### config.mk
export PLATFORM = sky130hd
export DESIGN_NAME = seq_divider_flat
export DESIGN_NICKNAME = d
export VERILOG_FILES = /design/src/rtl/seq_divider_if.sv /design/src/rtl/seq_divider.sv /design/src/flat_wrapper.sv
export SDC_FILE = /design/constraint.sdc
export NUM_CORES = 1
export LEC_CHECK = 0
export CAP_MARGIN = 20
export CORE_MARGIN = 4
export CORE_UTILIZATION = 55
export DETAILED_ROUTE_END_ITERATION = 10
export PLACE_DENSITY = 0.81
export SETUP_SLACK_MARGIN = 0.3
export SYNTH_ARGS = -nofsm -noshare
export SYNTH_HDL_FRONTEND = slang
export SYNTH_SLANG_ARGS = --single-unit
export TNS_END_PERCENT = 1
### constraint.sdc
create_clock -name clock -period 3.9 [get_ports clock]
set_input_delay 0.975 -clock clock [delete_from_list [all_inputs] [get_ports clock]]
set_output_delay 0.975 -clock clock [all_outputs]
set_load 0.02 [all_outputs]
### src/rtl/seq_divider_if.sv
// seq_divider_if: start/ready/done handshake bundle for seq_divider.
// master drives operands, slave returns results.
interface seq_divider_if #(
  parameter int WIDTH = 32
);
  logic             start;
  logic             is_signed;
  logic [WIDTH-1:0] a;
  logic [WIDTH-1:0] b;
  logic             ready;
  logic             done;
  logic [WIDTH-1:0] q;
  logic [WIDTH-1:0] r;
  logic             div_by_zero;

  modport master (
    output start,
    output is_signed,
    output a,
    output b,
    input  ready,
    input  done,
    input  q,
    input  r,
    input  div_by_zero
  );

  modport slave (
    input  start,
    input  is_signed,
    input  a,
    input  b,
    output ready,
    output done,
    output q,
    output r,
    output div_by_zero
  );
endinterface

### src/rtl/seq_divider.sv
// seq_divider: multi-cycle restoring divider, IDLE/CALC/FIX FSM.
// Define SEQ_DIVIDER_SIGNED_EN to build two's-complement signed mode.
module seq_divider #(
  parameter int WIDTH = 32
) (
  input logic         clock,
  input logic         reset_n,
  seq_divider_if.slave bus
);

  localparam int CW = $clog2(WIDTH);
  localparam logic [CW-1:0] CNT_INIT = CW'(WIDTH - 1);

  localparam logic [1:0] S_IDLE = 2'd0;
  localparam logic [1:0] S_CALC = 2'd1;
  localparam logic [1:0] S_FIX  = 2'd2;

  logic [1:0]       r_state;
  logic [CW-1:0]    r_cnt;
  logic [WIDTH-1:0] r_a;
  logic [WIDTH-1:0] r_b;
  logic [WIDTH-1:0] r_rem;
  logic             r_dz;
  logic [WIDTH-1:0] r_q;
  logic [WIDTH-1:0] r_r;
  logic             r_done;
  logic             r_dbz;

  logic             w_bz;
  logic             w_go;
  logic [WIDTH-1:0] w_ua;
  logic [WIDTH-1:0] w_ub;
  logic [WIDTH:0]   w_rsh;
  logic [WIDTH-1:0] w_sub;
  logic             w_ge;
  logic [WIDTH-1:0] w_rnext;
  logic [WIDTH-1:0] w_qfix;
  logic [WIDTH-1:0] w_rfix;

  assign w_bz = (bus.b == '0);
  assign w_go = (r_state == S_IDLE) && bus.start;

`ifdef SEQ_DIVIDER_SIGNED_EN
  logic r_sq;
  logic r_sr;
  logic w_sgn;
  logic w_na;
  logic w_nb;

  assign w_sgn = bus.is_signed;
  assign w_na  = w_sgn & bus.a[WIDTH-1];
  assign w_nb  = w_sgn & bus.b[WIDTH-1];
  assign w_ua  = w_na ? -bus.a : bus.a;
  assign w_ub  = w_nb ? -bus.b : bus.b;

  // latch result signs at capture
  always_ff @(posedge clock or negedge reset_n) begin
    if (!reset_n) begin
      r_sq <= 1'b0;
      r_sr <= 1'b0;
    end else if (w_go) begin
      r_sq <= w_na ^ w_nb;
      r_sr <= w_na;
    end
  end

  assign w_qfix = r_sq ? -r_a : r_a;
  assign w_rfix = r_sr ? -r_rem : r_rem;
`else
  assign w_ua   = bus.a;
  assign w_ub   = bus.b;
  assign w_qfix = r_a;
  assign w_rfix = r_rem;
`endif

  // one restoring step; extra bit keeps the compare exact
  assign w_rsh   = {r_rem, r_a[WIDTH-1]};
  assign w_ge    = (w_rsh >= {1'b0, r_b});
  assign w_sub   = w_rsh[WIDTH-1:0] - r_b;
  assign w_rnext = w_ge ? w_sub : w_rsh[WIDTH-1:0];

  // FSM and datapath: capture, iterate, hand off to FIX
  always_ff @(posedge clock or negedge reset_n) begin
    if (!reset_n) begin
      r_state <= S_IDLE;
      r_cnt   <= '0;
      r_a     <= '0;
      r_b     <= '0;
      r_rem   <= '0;
      r_dz    <= 1'b0;
    end else begin
      unique case (r_state)
        S_IDLE: begin
          if (bus.start) begin
            // raw dividend kept on b==0: it is the remainder
            r_a     <= w_bz ? bus.a : w_ua;
            r_b     <= w_ub;
            r_rem   <= '0;
            r_cnt   <= CNT_INIT;
            r_dz    <= w_bz;
            r_state <= w_bz ? S_FIX : S_CALC;
          end
        end
        S_CALC: begin
          r_a   <= {r_a[WIDTH-2:0], w_ge};
          r_rem <= w_rnext;
          r_cnt <= r_cnt - 1'b1;
          if (r_cnt == '0) begin
            r_state <= S_FIX;
          end
        end
        S_FIX: begin
          r_state <= S_IDLE;
        end
        default: begin
          r_state <= S_IDLE;
        end
      endcase
    end
  end

  // result registers: written only in FIX, held otherwise
  always_ff @(posedge clock or negedge reset_n) begin
    if (!reset_n) begin
      r_done <= 1'b0;
      r_q    <= '0;
      r_r    <= '0;
      r_dbz  <= 1'b0;
    end else begin
      r_done <= (r_state == S_FIX);
      if (r_state == S_FIX) begin
        r_q   <= r_dz ? '1 : w_qfix;
        r_r   <= r_dz ? r_a : w_rfix;
        r_dbz <= r_dz;
      end
    end
  end

  assign bus.ready       = (r_state == S_IDLE);
  assign bus.done        = r_done;
  assign bus.q           = r_q;
  assign bus.r           = r_r;
  assign bus.div_by_zero = r_dbz;

endmodule

### src/flat_wrapper.sv
// flat-port wrapper written by rule: the top's interface ports become plain ports
module seq_divider_flat 
#(
  parameter int WIDTH = 32
)
  (clock, reset_n, bus_start, bus_is_signed, bus_a, bus_b, bus_ready, bus_done, bus_q, bus_r, bus_div_by_zero);
  seq_divider_if #(.WIDTH(WIDTH)) bus_i ();
  input logic clock;
  input logic reset_n;
  input wire logic [$bits(bus_i.start)-1:0] bus_start;
  input wire logic [$bits(bus_i.is_signed)-1:0] bus_is_signed;
  input wire logic [$bits(bus_i.a)-1:0] bus_a;
  input wire logic [$bits(bus_i.b)-1:0] bus_b;
  output wire logic [$bits(bus_i.ready)-1:0] bus_ready;
  output wire logic [$bits(bus_i.done)-1:0] bus_done;
  output wire logic [$bits(bus_i.q)-1:0] bus_q;
  output wire logic [$bits(bus_i.r)-1:0] bus_r;
  output wire logic [$bits(bus_i.div_by_zero)-1:0] bus_div_by_zero;
  assign bus_i.start = bus_start;
  assign bus_i.is_signed = bus_is_signed;
  assign bus_i.a = bus_a;
  assign bus_i.b = bus_b;
  assign bus_ready = bus_i.ready;
  assign bus_done = bus_i.done;
  assign bus_q = bus_i.q;
  assign bus_r = bus_i.r;
  assign bus_div_by_zero = bus_i.div_by_zero;
  seq_divider #(.WIDTH(WIDTH)) u_core (.clock(clock), .reset_n(reset_n), .bus(bus_i));
endmodule
==> metrics.txt, run 1 <==
result of the run complete, no violations; post-synth top area share a little under half; Num CTS Buffers 17; RSZ-0062 raised after global routing false; number of global-route vias before repair 7340; ordered cell list for the critical path ha_1, a21o_1, or3_1, o21ai_1, o221ai_2, a221o_1, a41o_2, buf_4, o21ai_1, a21oi_1, a21o_1; antenna cell count 0; sum of overflow across all layers after global routing 0; number of hold violations in the final report 0; slew at the pin closest to its max-slew limit 1.06 ns; delay of the slowest cell on the worst path about 0.46 ns; number of top-level design ports 135; number of nets in the layout 1204; number of instances resized during post-cts repair 0; total die area approximately 18000 um^2; remaining max-slew budget at the tightest pin ~29%; count of pins over their slew limit 0; Worst Setup End Kind flop; min cycle time layout 3.25 ns; pin count of the biggest net entering global routing 101; setup-violating endpoint count in the final report 0; first-pass GRT wire length 37300 um; Worst Path Arrival between 3 and 4 ns; total via count in the routed design 7603; required arrival time at the worst endpoint 4.22 ns; average wire length per cell after detail routing 17.2 um; multi-input gate area in the final layout 4280 um^2; Pre-Repair DR Iteration Count 5; largest voltage drop on the vdd net 0.503 mV; count of flip-flops with a built-in enable after synthesis 0; cell area after technology mapping 8950 um^2; ratio of cells with drive above 1 in the final layout 5.48%; initial DRC count ~640; Synth-to-Final Area Change 23.0%; initial cell density of the core 56.2%; Clock Pin Slew Worst Setup and Hold Paths 0.07 ns; placed wire-length estimate after detailed placement ~16000 um; total net switching power 4.64 mW; number of antenna violations at the first check in global routing 0; post-CTS setup buffer count 0; largest buffer count on any clock path 2; weighted congestion at the end of routability-driven global placement 0.940; largest delay contributor family on the critical path compound AO/OA/AOI/OAI gates; commonest cells after routing, fill and taps aside sky130_fd_sc_hd__nand2_1, sky130_fd_sc_hd__dfrtp_1, sky130_fd_sc_hd__clkdlybuf4s50_1, sky130_fd_sc_hd__o21ai_0, sky130_fd_sc_hd__mux2i_1; FF/Latch Area 4260 um^2; count of distinct cell types in the synthesized netlist 52; part of the total power dissipated in sequential elements 28.8%; final cell count without fillers roughly 1300; FF-to-FF setup slack 0.65 ns; kind of start point of the critical path flop; Clock Root Buffer sky130_fd_sc_hd__clkbuf_16; number of max-capacitance violations reported 0; critical path class reg2reg; leading cell types by total area after synthesis sky130_fd_sc_hd__dfrtp_1, sky130_fd_sc_hd__nand2_1, sky130_fd_sc_hd__o21ai_0; average instance area after synthesis 8.98 um^2; final cycle utilization of the critical path 83.5%; final core utilization 69.1%; H-Tree Depth 4; clock tree from TritonCTS done; most common cell after layout, fill and taps aside sky130_fd_sc_hd__nand2_1; top flip-flop cell by instance count after synthesis sky130_fd_sc_hd__dfrtp_1; sequential area share after synthesis 47.5%; Synthesized Nets 1100; final setup margin 0.645 ns; classification of the worst-slack hold path reg2reg; Synth area leader sky130_fd_sc_hd__dfrtp_1; Design Power 10.4 mW; clock latency on the worst-skew pair 0.43 ns; leakage power figure 4.87 nW; die height 136 um; Layout Skew between 0.008 and 0.009 ns; IO Port Bufs 133; area of the core 15900 um^2; die width 136 um; Post-route DRC 0; post-route antenna net violation count 0; power density cells 943 nW/um^2; count of filler cells inserted in the layout 1255; Placed Cells around 1300; ys async rst share 100%; num rows 46; Post-Place Setup Slack 0.725 ns; number of synthesized register bits 170; Gate power share 54.7%; Max FO, Critical Path 27; total detailed-routing wirelength 22900 um; Buf/Inv on CP 1; Internal Dissipation 5.74 mW; Total Neg Setup Slack 0 ns; Yosys warnings 0; synthesized netlist cell count 997; Vias per Instance 5.72; power share of the clock group 16.5%; clk sink count 170; crit path max-delay cell type sky130_fd_sc_hd__dfrtp_1; Switching Share 44.7%; fmax 307 MHz; aggregate global-route resource usage around a quarter; cts hold-fix bufs 0
## area by class of cell
type / count / area share [%]
Timing Repair Buffer: 148 / 13.1
Clock inverter: 15 / 1.56
Sequential cell: 170 / 38.6
Clock buffer: 17 / 3.86
Tap cell: 216 / 2.45
Multi-Input combinational cell: 720 / 38.9
Inverter: 44 / 1.50
## power groups by stage
stage / registers [mW] / clock network, mW / logic [mW]
after CTS: 2.98 / 1.73 / 5.64
after global placement: 2.96 / 0 / 5.39
after detailed placement: 3.00 / 0 / 5.55
after global routing: 3.07 / 1.81 / 6.36
final: 2.99 / 1.71 / 5.68
after floorplan: 2.86 / 0 / 4.42
## layer usage
metal | wire length [um] | GRT usage [%]
met3 | 1570 | 4.16
met4 | 334 | 7.67
met5 | 0 | 0
met1 | 10500 | 36.9
met2 | 10500 | 40.0
## registers in the layout, indices dropped and copies added (netlist names)
register and cells:
u_core.bus.div_by_zero 1, u_core.bus.done 1, u_core.bus.q 32, u_core.bus.r 32, u_core.r_a 32, u_core.r_b 32, u_core.r_cnt 5, u_core.r_dz 1
u_core.r_rem 32, u_core.r_state 2
## cells in the mapped netlist (13+ instances only)
| cell | instances |
|---|---|
| sky130_fd_sc_hd__nand2_1 | 203 |
| sky130_fd_sc_hd__dfrtp_1 | 170 |
| sky130_fd_sc_hd__o21ai_0 | 120 |
| sky130_fd_sc_hd__clkbuf_1 | 54 |
| sky130_fd_sc_hd__mux2i_1 | 52 |
| sky130_fd_sc_hd__nor2_1 | 48 |
| sky130_fd_sc_hd__inv_1 | 44 |
| sky130_fd_sc_hd__o21ai_1 | 38 |
| sky130_fd_sc_hd__ha_1 | 34 |
| sky130_fd_sc_hd__a21oi_1 | 32 |
| sky130_fd_sc_hd__a22oi_1 | 31 |
| sky130_fd_sc_hd__nand3_1 | 26 |
| sky130_fd_sc_hd__xor2_1 | 16 |
| sky130_fd_sc_hd__a21o_1 | 13 |
## worst reg2reg max path, cell delays in order, from the launching register on
cell and delay [ns]:
sky130_fd_sc_hd__dfrtp_1 0.46, sky130_fd_sc_hd__ha_1 0.42, sky130_fd_sc_hd__a21o_1 0.25, sky130_fd_sc_hd__or3_1 0.34, sky130_fd_sc_hd__o21ai_1 0.20, sky130_fd_sc_hd__o221ai_2 0.19
sky130_fd_sc_hd__a221o_1 0.37, sky130_fd_sc_hd__a41o_2 0.29, sky130_fd_sc_hd__buf_4 0.24, sky130_fd_sc_hd__o21ai_1 0.15, sky130_fd_sc_hd__a21oi_1 0.06, sky130_fd_sc_hd__a21o_1 0.17
## worst paths after layout
| check | start | endpoint | cells past startpoint |
|---|---|---|---|
| setup / recovery | u_core.r_rem[5] | u_core.r_rem[31] | 11 |
| setup reg to reg | u_core.r_rem[5] | u_core.r_rem[31] | 11 |
| max in group asynchronous | reset_n | u_core.r_cnt[3] | 2 |
| hold / removal | u_core.bus.r[9] | u_core.bus.r[9] | 2 |
| hold reg to reg | u_core.bus.r[9] | u_core.bus.r[9] | 2 |
| min in group asynchronous | reset_n | u_core.bus.q[10] | 1 |
## through the flow
step                      hold WS, ns  area [um^2]
after CTS                       0.485        11000
final                           0.477        11000
after global placement          0.460        10400
after floorplan                 0.452         8950
after global routing            0.508        11000
after detailed placement        0.466        10400
## cells by family (layout without fill, tap and decap cells)
group	Yosys count	in the layout	share of synthesized area (%)
flip-flops	170	170	47.5
AO/OA/AOI/OAI	280	280	18.7
XOR/XNOR	27	27	2.64
AND/OR/NAND/NOR	326	326	15.4
adder cells (fa/ha/maj)	35	35	4.98
multiplexers	52	52	5.81
buffers and inverters	107	224	4.99
(Power assumes the default switching activity.)
==> inputs of run 2 (changes only) <==
==> constraint.sdc (replaced) <==
create_clock -name clock -period 3.1 [get_ports clock]
set_input_delay 0.775 -clock clock [delete_from_list [all_inputs] [get_ports clock]]
set_output_delay 0.775 -clock clock [all_outputs]
set_load 0.02 [all_outputs]
==> run 2 against run 1 <==
Non-clock buffer count rose by 18; die area did not move; clock power rose by 22%; clock skew barely moved; critical endpoint is now u_core.r_rem[4].
==> metrics.txt, run 2 (same netlist as run 1, synthesis figures left out) <==
total detailed-routing wirelength 23300 um; commonest cells after routing, fill and taps aside sky130_fd_sc_hd__nand2_1, sky130_fd_sc_hd__dfrtp_1, sky130_fd_sc_hd__clkdlybuf4s50_1, sky130_fd_sc_hd__o21ai_0, sky130_fd_sc_hd__mux2i_1; final cycle utilization of the critical path 91.2%; number of nets in the layout 1222; Total Neg Setup Slack 0 ns; average wire length per cell after detail routing 17.3 um; Worst Path Arrival about 3.1 ns; remaining max-slew budget at the tightest pin 51.2%; fmax roughly 350 MHz; sum of overflow across all layers after global routing 0; met1 global-route usage about 37%; number of max-capacitance violations reported 0; area of the core 15900 um^2; initial DRC count between 600 and 700; die width 136 um; ratio of cells with drive above 1 in the final layout 8.92%; Clock Root Buffer sky130_fd_sc_hd__clkbuf_16; clock latency on the worst-skew pair 0.45 ns; met3 Resource Use GR between 4 and 5%; initial cell density of the core 56.2%; Post-route DRC 0; weighted congestion at the end of routability-driven global placement 0.926; Layout Skew 0.00853 ns; total die area 18400 um^2; setup-violating endpoint count in the final report 0; number of global-route vias before repair 7210; power density cells 1220 nW/um^2; first-pass GRT wire length between 30000 and 40000 um; clk sink count 170; result of the run complete, no violations; cts hold-fix bufs 0; most common cell after layout, fill and taps aside sky130_fd_sc_hd__nand2_1; Vias per Instance 5.79; leakage power figure 5.01 nW; number of hold violations in the final report 0; Synth-to-Final Area Change 27.0%; largest voltage drop on the vdd net 0.667 mV; number of antenna violations at the first check in global routing 0; GR peak layer met2; H-Tree Depth 4; RSZ-0062 raised after global routing true; Max FO, Critical Path 27; Clock Pin Slew Worst Setup and Hold Paths 0.07 ns; die height 136 um; final core utilization 71.3%; classification of the worst-slack hold path in2async; aggregate global-route resource usage 25.3%; slew at the pin closest to its max-slew limit 0.732 ns; pin count of the biggest net entering global routing 84; num rows 46; Pre-Repair DR Iteration Count 6; largest buffer count on any clock path 2; min cycle time layout 2.83 ns; clock tree from TritonCTS done; antenna cell count 0; IO Port Bufs between 100 and 150; kind of start point of the critical path flop; number of top-level design ports 135; critical path class reg2reg; count of pins over their slew limit 0; placed wire-length estimate after detailed placement 16400 um; required arrival time at the worst endpoint 3.40 ns; total via count in the routed design 7809; FF-to-FF setup slack 0.27 ns; Num CTS Buffers 17; post-route antenna net violation count 0; Worst Setup End Kind flop; Global Route met2 Usage 39.7%
-- run 2: changes by cell type in the layout (fill, tap and decap cells not counted), sizes merged --
cell and change:
buf +18, bufinv -1, clkinv +2, clkinvlp -1
-- run 2: layout make-up --
class / count / area, um^2
Sequential cell: 170 / 4260
Tap cell: 216 / 270
Timing Repair Buffer: 166 / 1670
Clock inverter: 15 / 150
Clock buffer: 17 / 425
Inverter: 44 / 165
Fill cell: 1212 / 4570
Multi-Input combinational cell: 720 / 4430
-- run 2: repair_timing --
action / CTS / global route
setup buffers: 0 / 9
endpoints found under the setup margin: 31 / 33
gates resized for setup: 12 / 17
pin swaps: 2 / 11
-- run 2: path summary, 6_finish.rpt --
path                             startpoint               end  cells past startpoint
setup / recovery           u_core.r_rem[15]   u_core.r_rem[4]                     10
hold reg to reg            u_core.bus.q[16]  u_core.bus.q[16]                      2
setup reg to reg           u_core.r_rem[15]   u_core.r_rem[4]                     10
hold / removal                      reset_n  u_core.bus.q[10]                      1
max in group asynchronous           reset_n  u_core.r_rem[13]                      2
min in group clock         u_core.bus.q[16]  u_core.bus.q[16]                      2
-- run 2: per-stage QoR --
step                      hold WS [ns]  std cells  worst slack (ns)  power, mW  instance area, um^2
final                            0.341       1348             0.272       13.9                11400
after global routing             0.401       1348             0.187       14.9                11400
after CTS                        0.386       1339             0.301       13.3                11200
after detailed placement         0.469       1307             0.162       11.0                10600
after global placement           0.459       1307             0.188       10.8                10600
after floorplan                  0.452        997             0.314       9.16                 8960
-- run 2: layer usage --
layer	routed length, um	up-vias
li1	-	3710
met1	10600	3729
met2	10700	321
met3	1610	49
met4	424	0
met5	0	-
-- run 2: where the power goes --
part	switching, mW	total (mW)	internal (mW)
Clock	1.01	2.08	1.07
Combinational	4.42	7.98	3.56
Sequential	0.761	3.80	3.04
Total	6.19	13.9	7.67
-- run 2: critical path, stage by stage, from the launching register on --
cell                       delay [ns]
sky130_fd_sc_hd__dfrtp_1         0.45
sky130_fd_sc_hd__ha_1            0.34
sky130_fd_sc_hd__nand4_1         0.23
sky130_fd_sc_hd__nor3_4          0.31
sky130_fd_sc_hd__nand4_1         0.17
sky130_fd_sc_hd__o221ai_2        0.24
sky130_fd_sc_hd__a221o_1         0.22
sky130_fd_sc_hd__a41o_4          0.25
sky130_fd_sc_hd__buf_12          0.18
sky130_fd_sc_hd__mux2i_1         0.19
sky130_fd_sc_hd__o21ai_0         0.08
==> inputs of run 3 (changes only) <==
--- a/config.mk
+++ b/config.mk
@@ -8,6 +8,7 @@
 export CAP_MARGIN = 20
 export CORE_MARGIN = 4
 export CORE_UTILIZATION = 55
+export CTS_BUF_LIST = sky130_fd_sc_hd__clkbuf_16
 export DETAILED_ROUTE_END_ITERATION = 10
 export PLACE_DENSITY = 0.81
 export SETUP_SLACK_MARGIN = 0.3
==> results of run 3 <==
The final DEF is identical to that of run 2; final timing and power are the same.
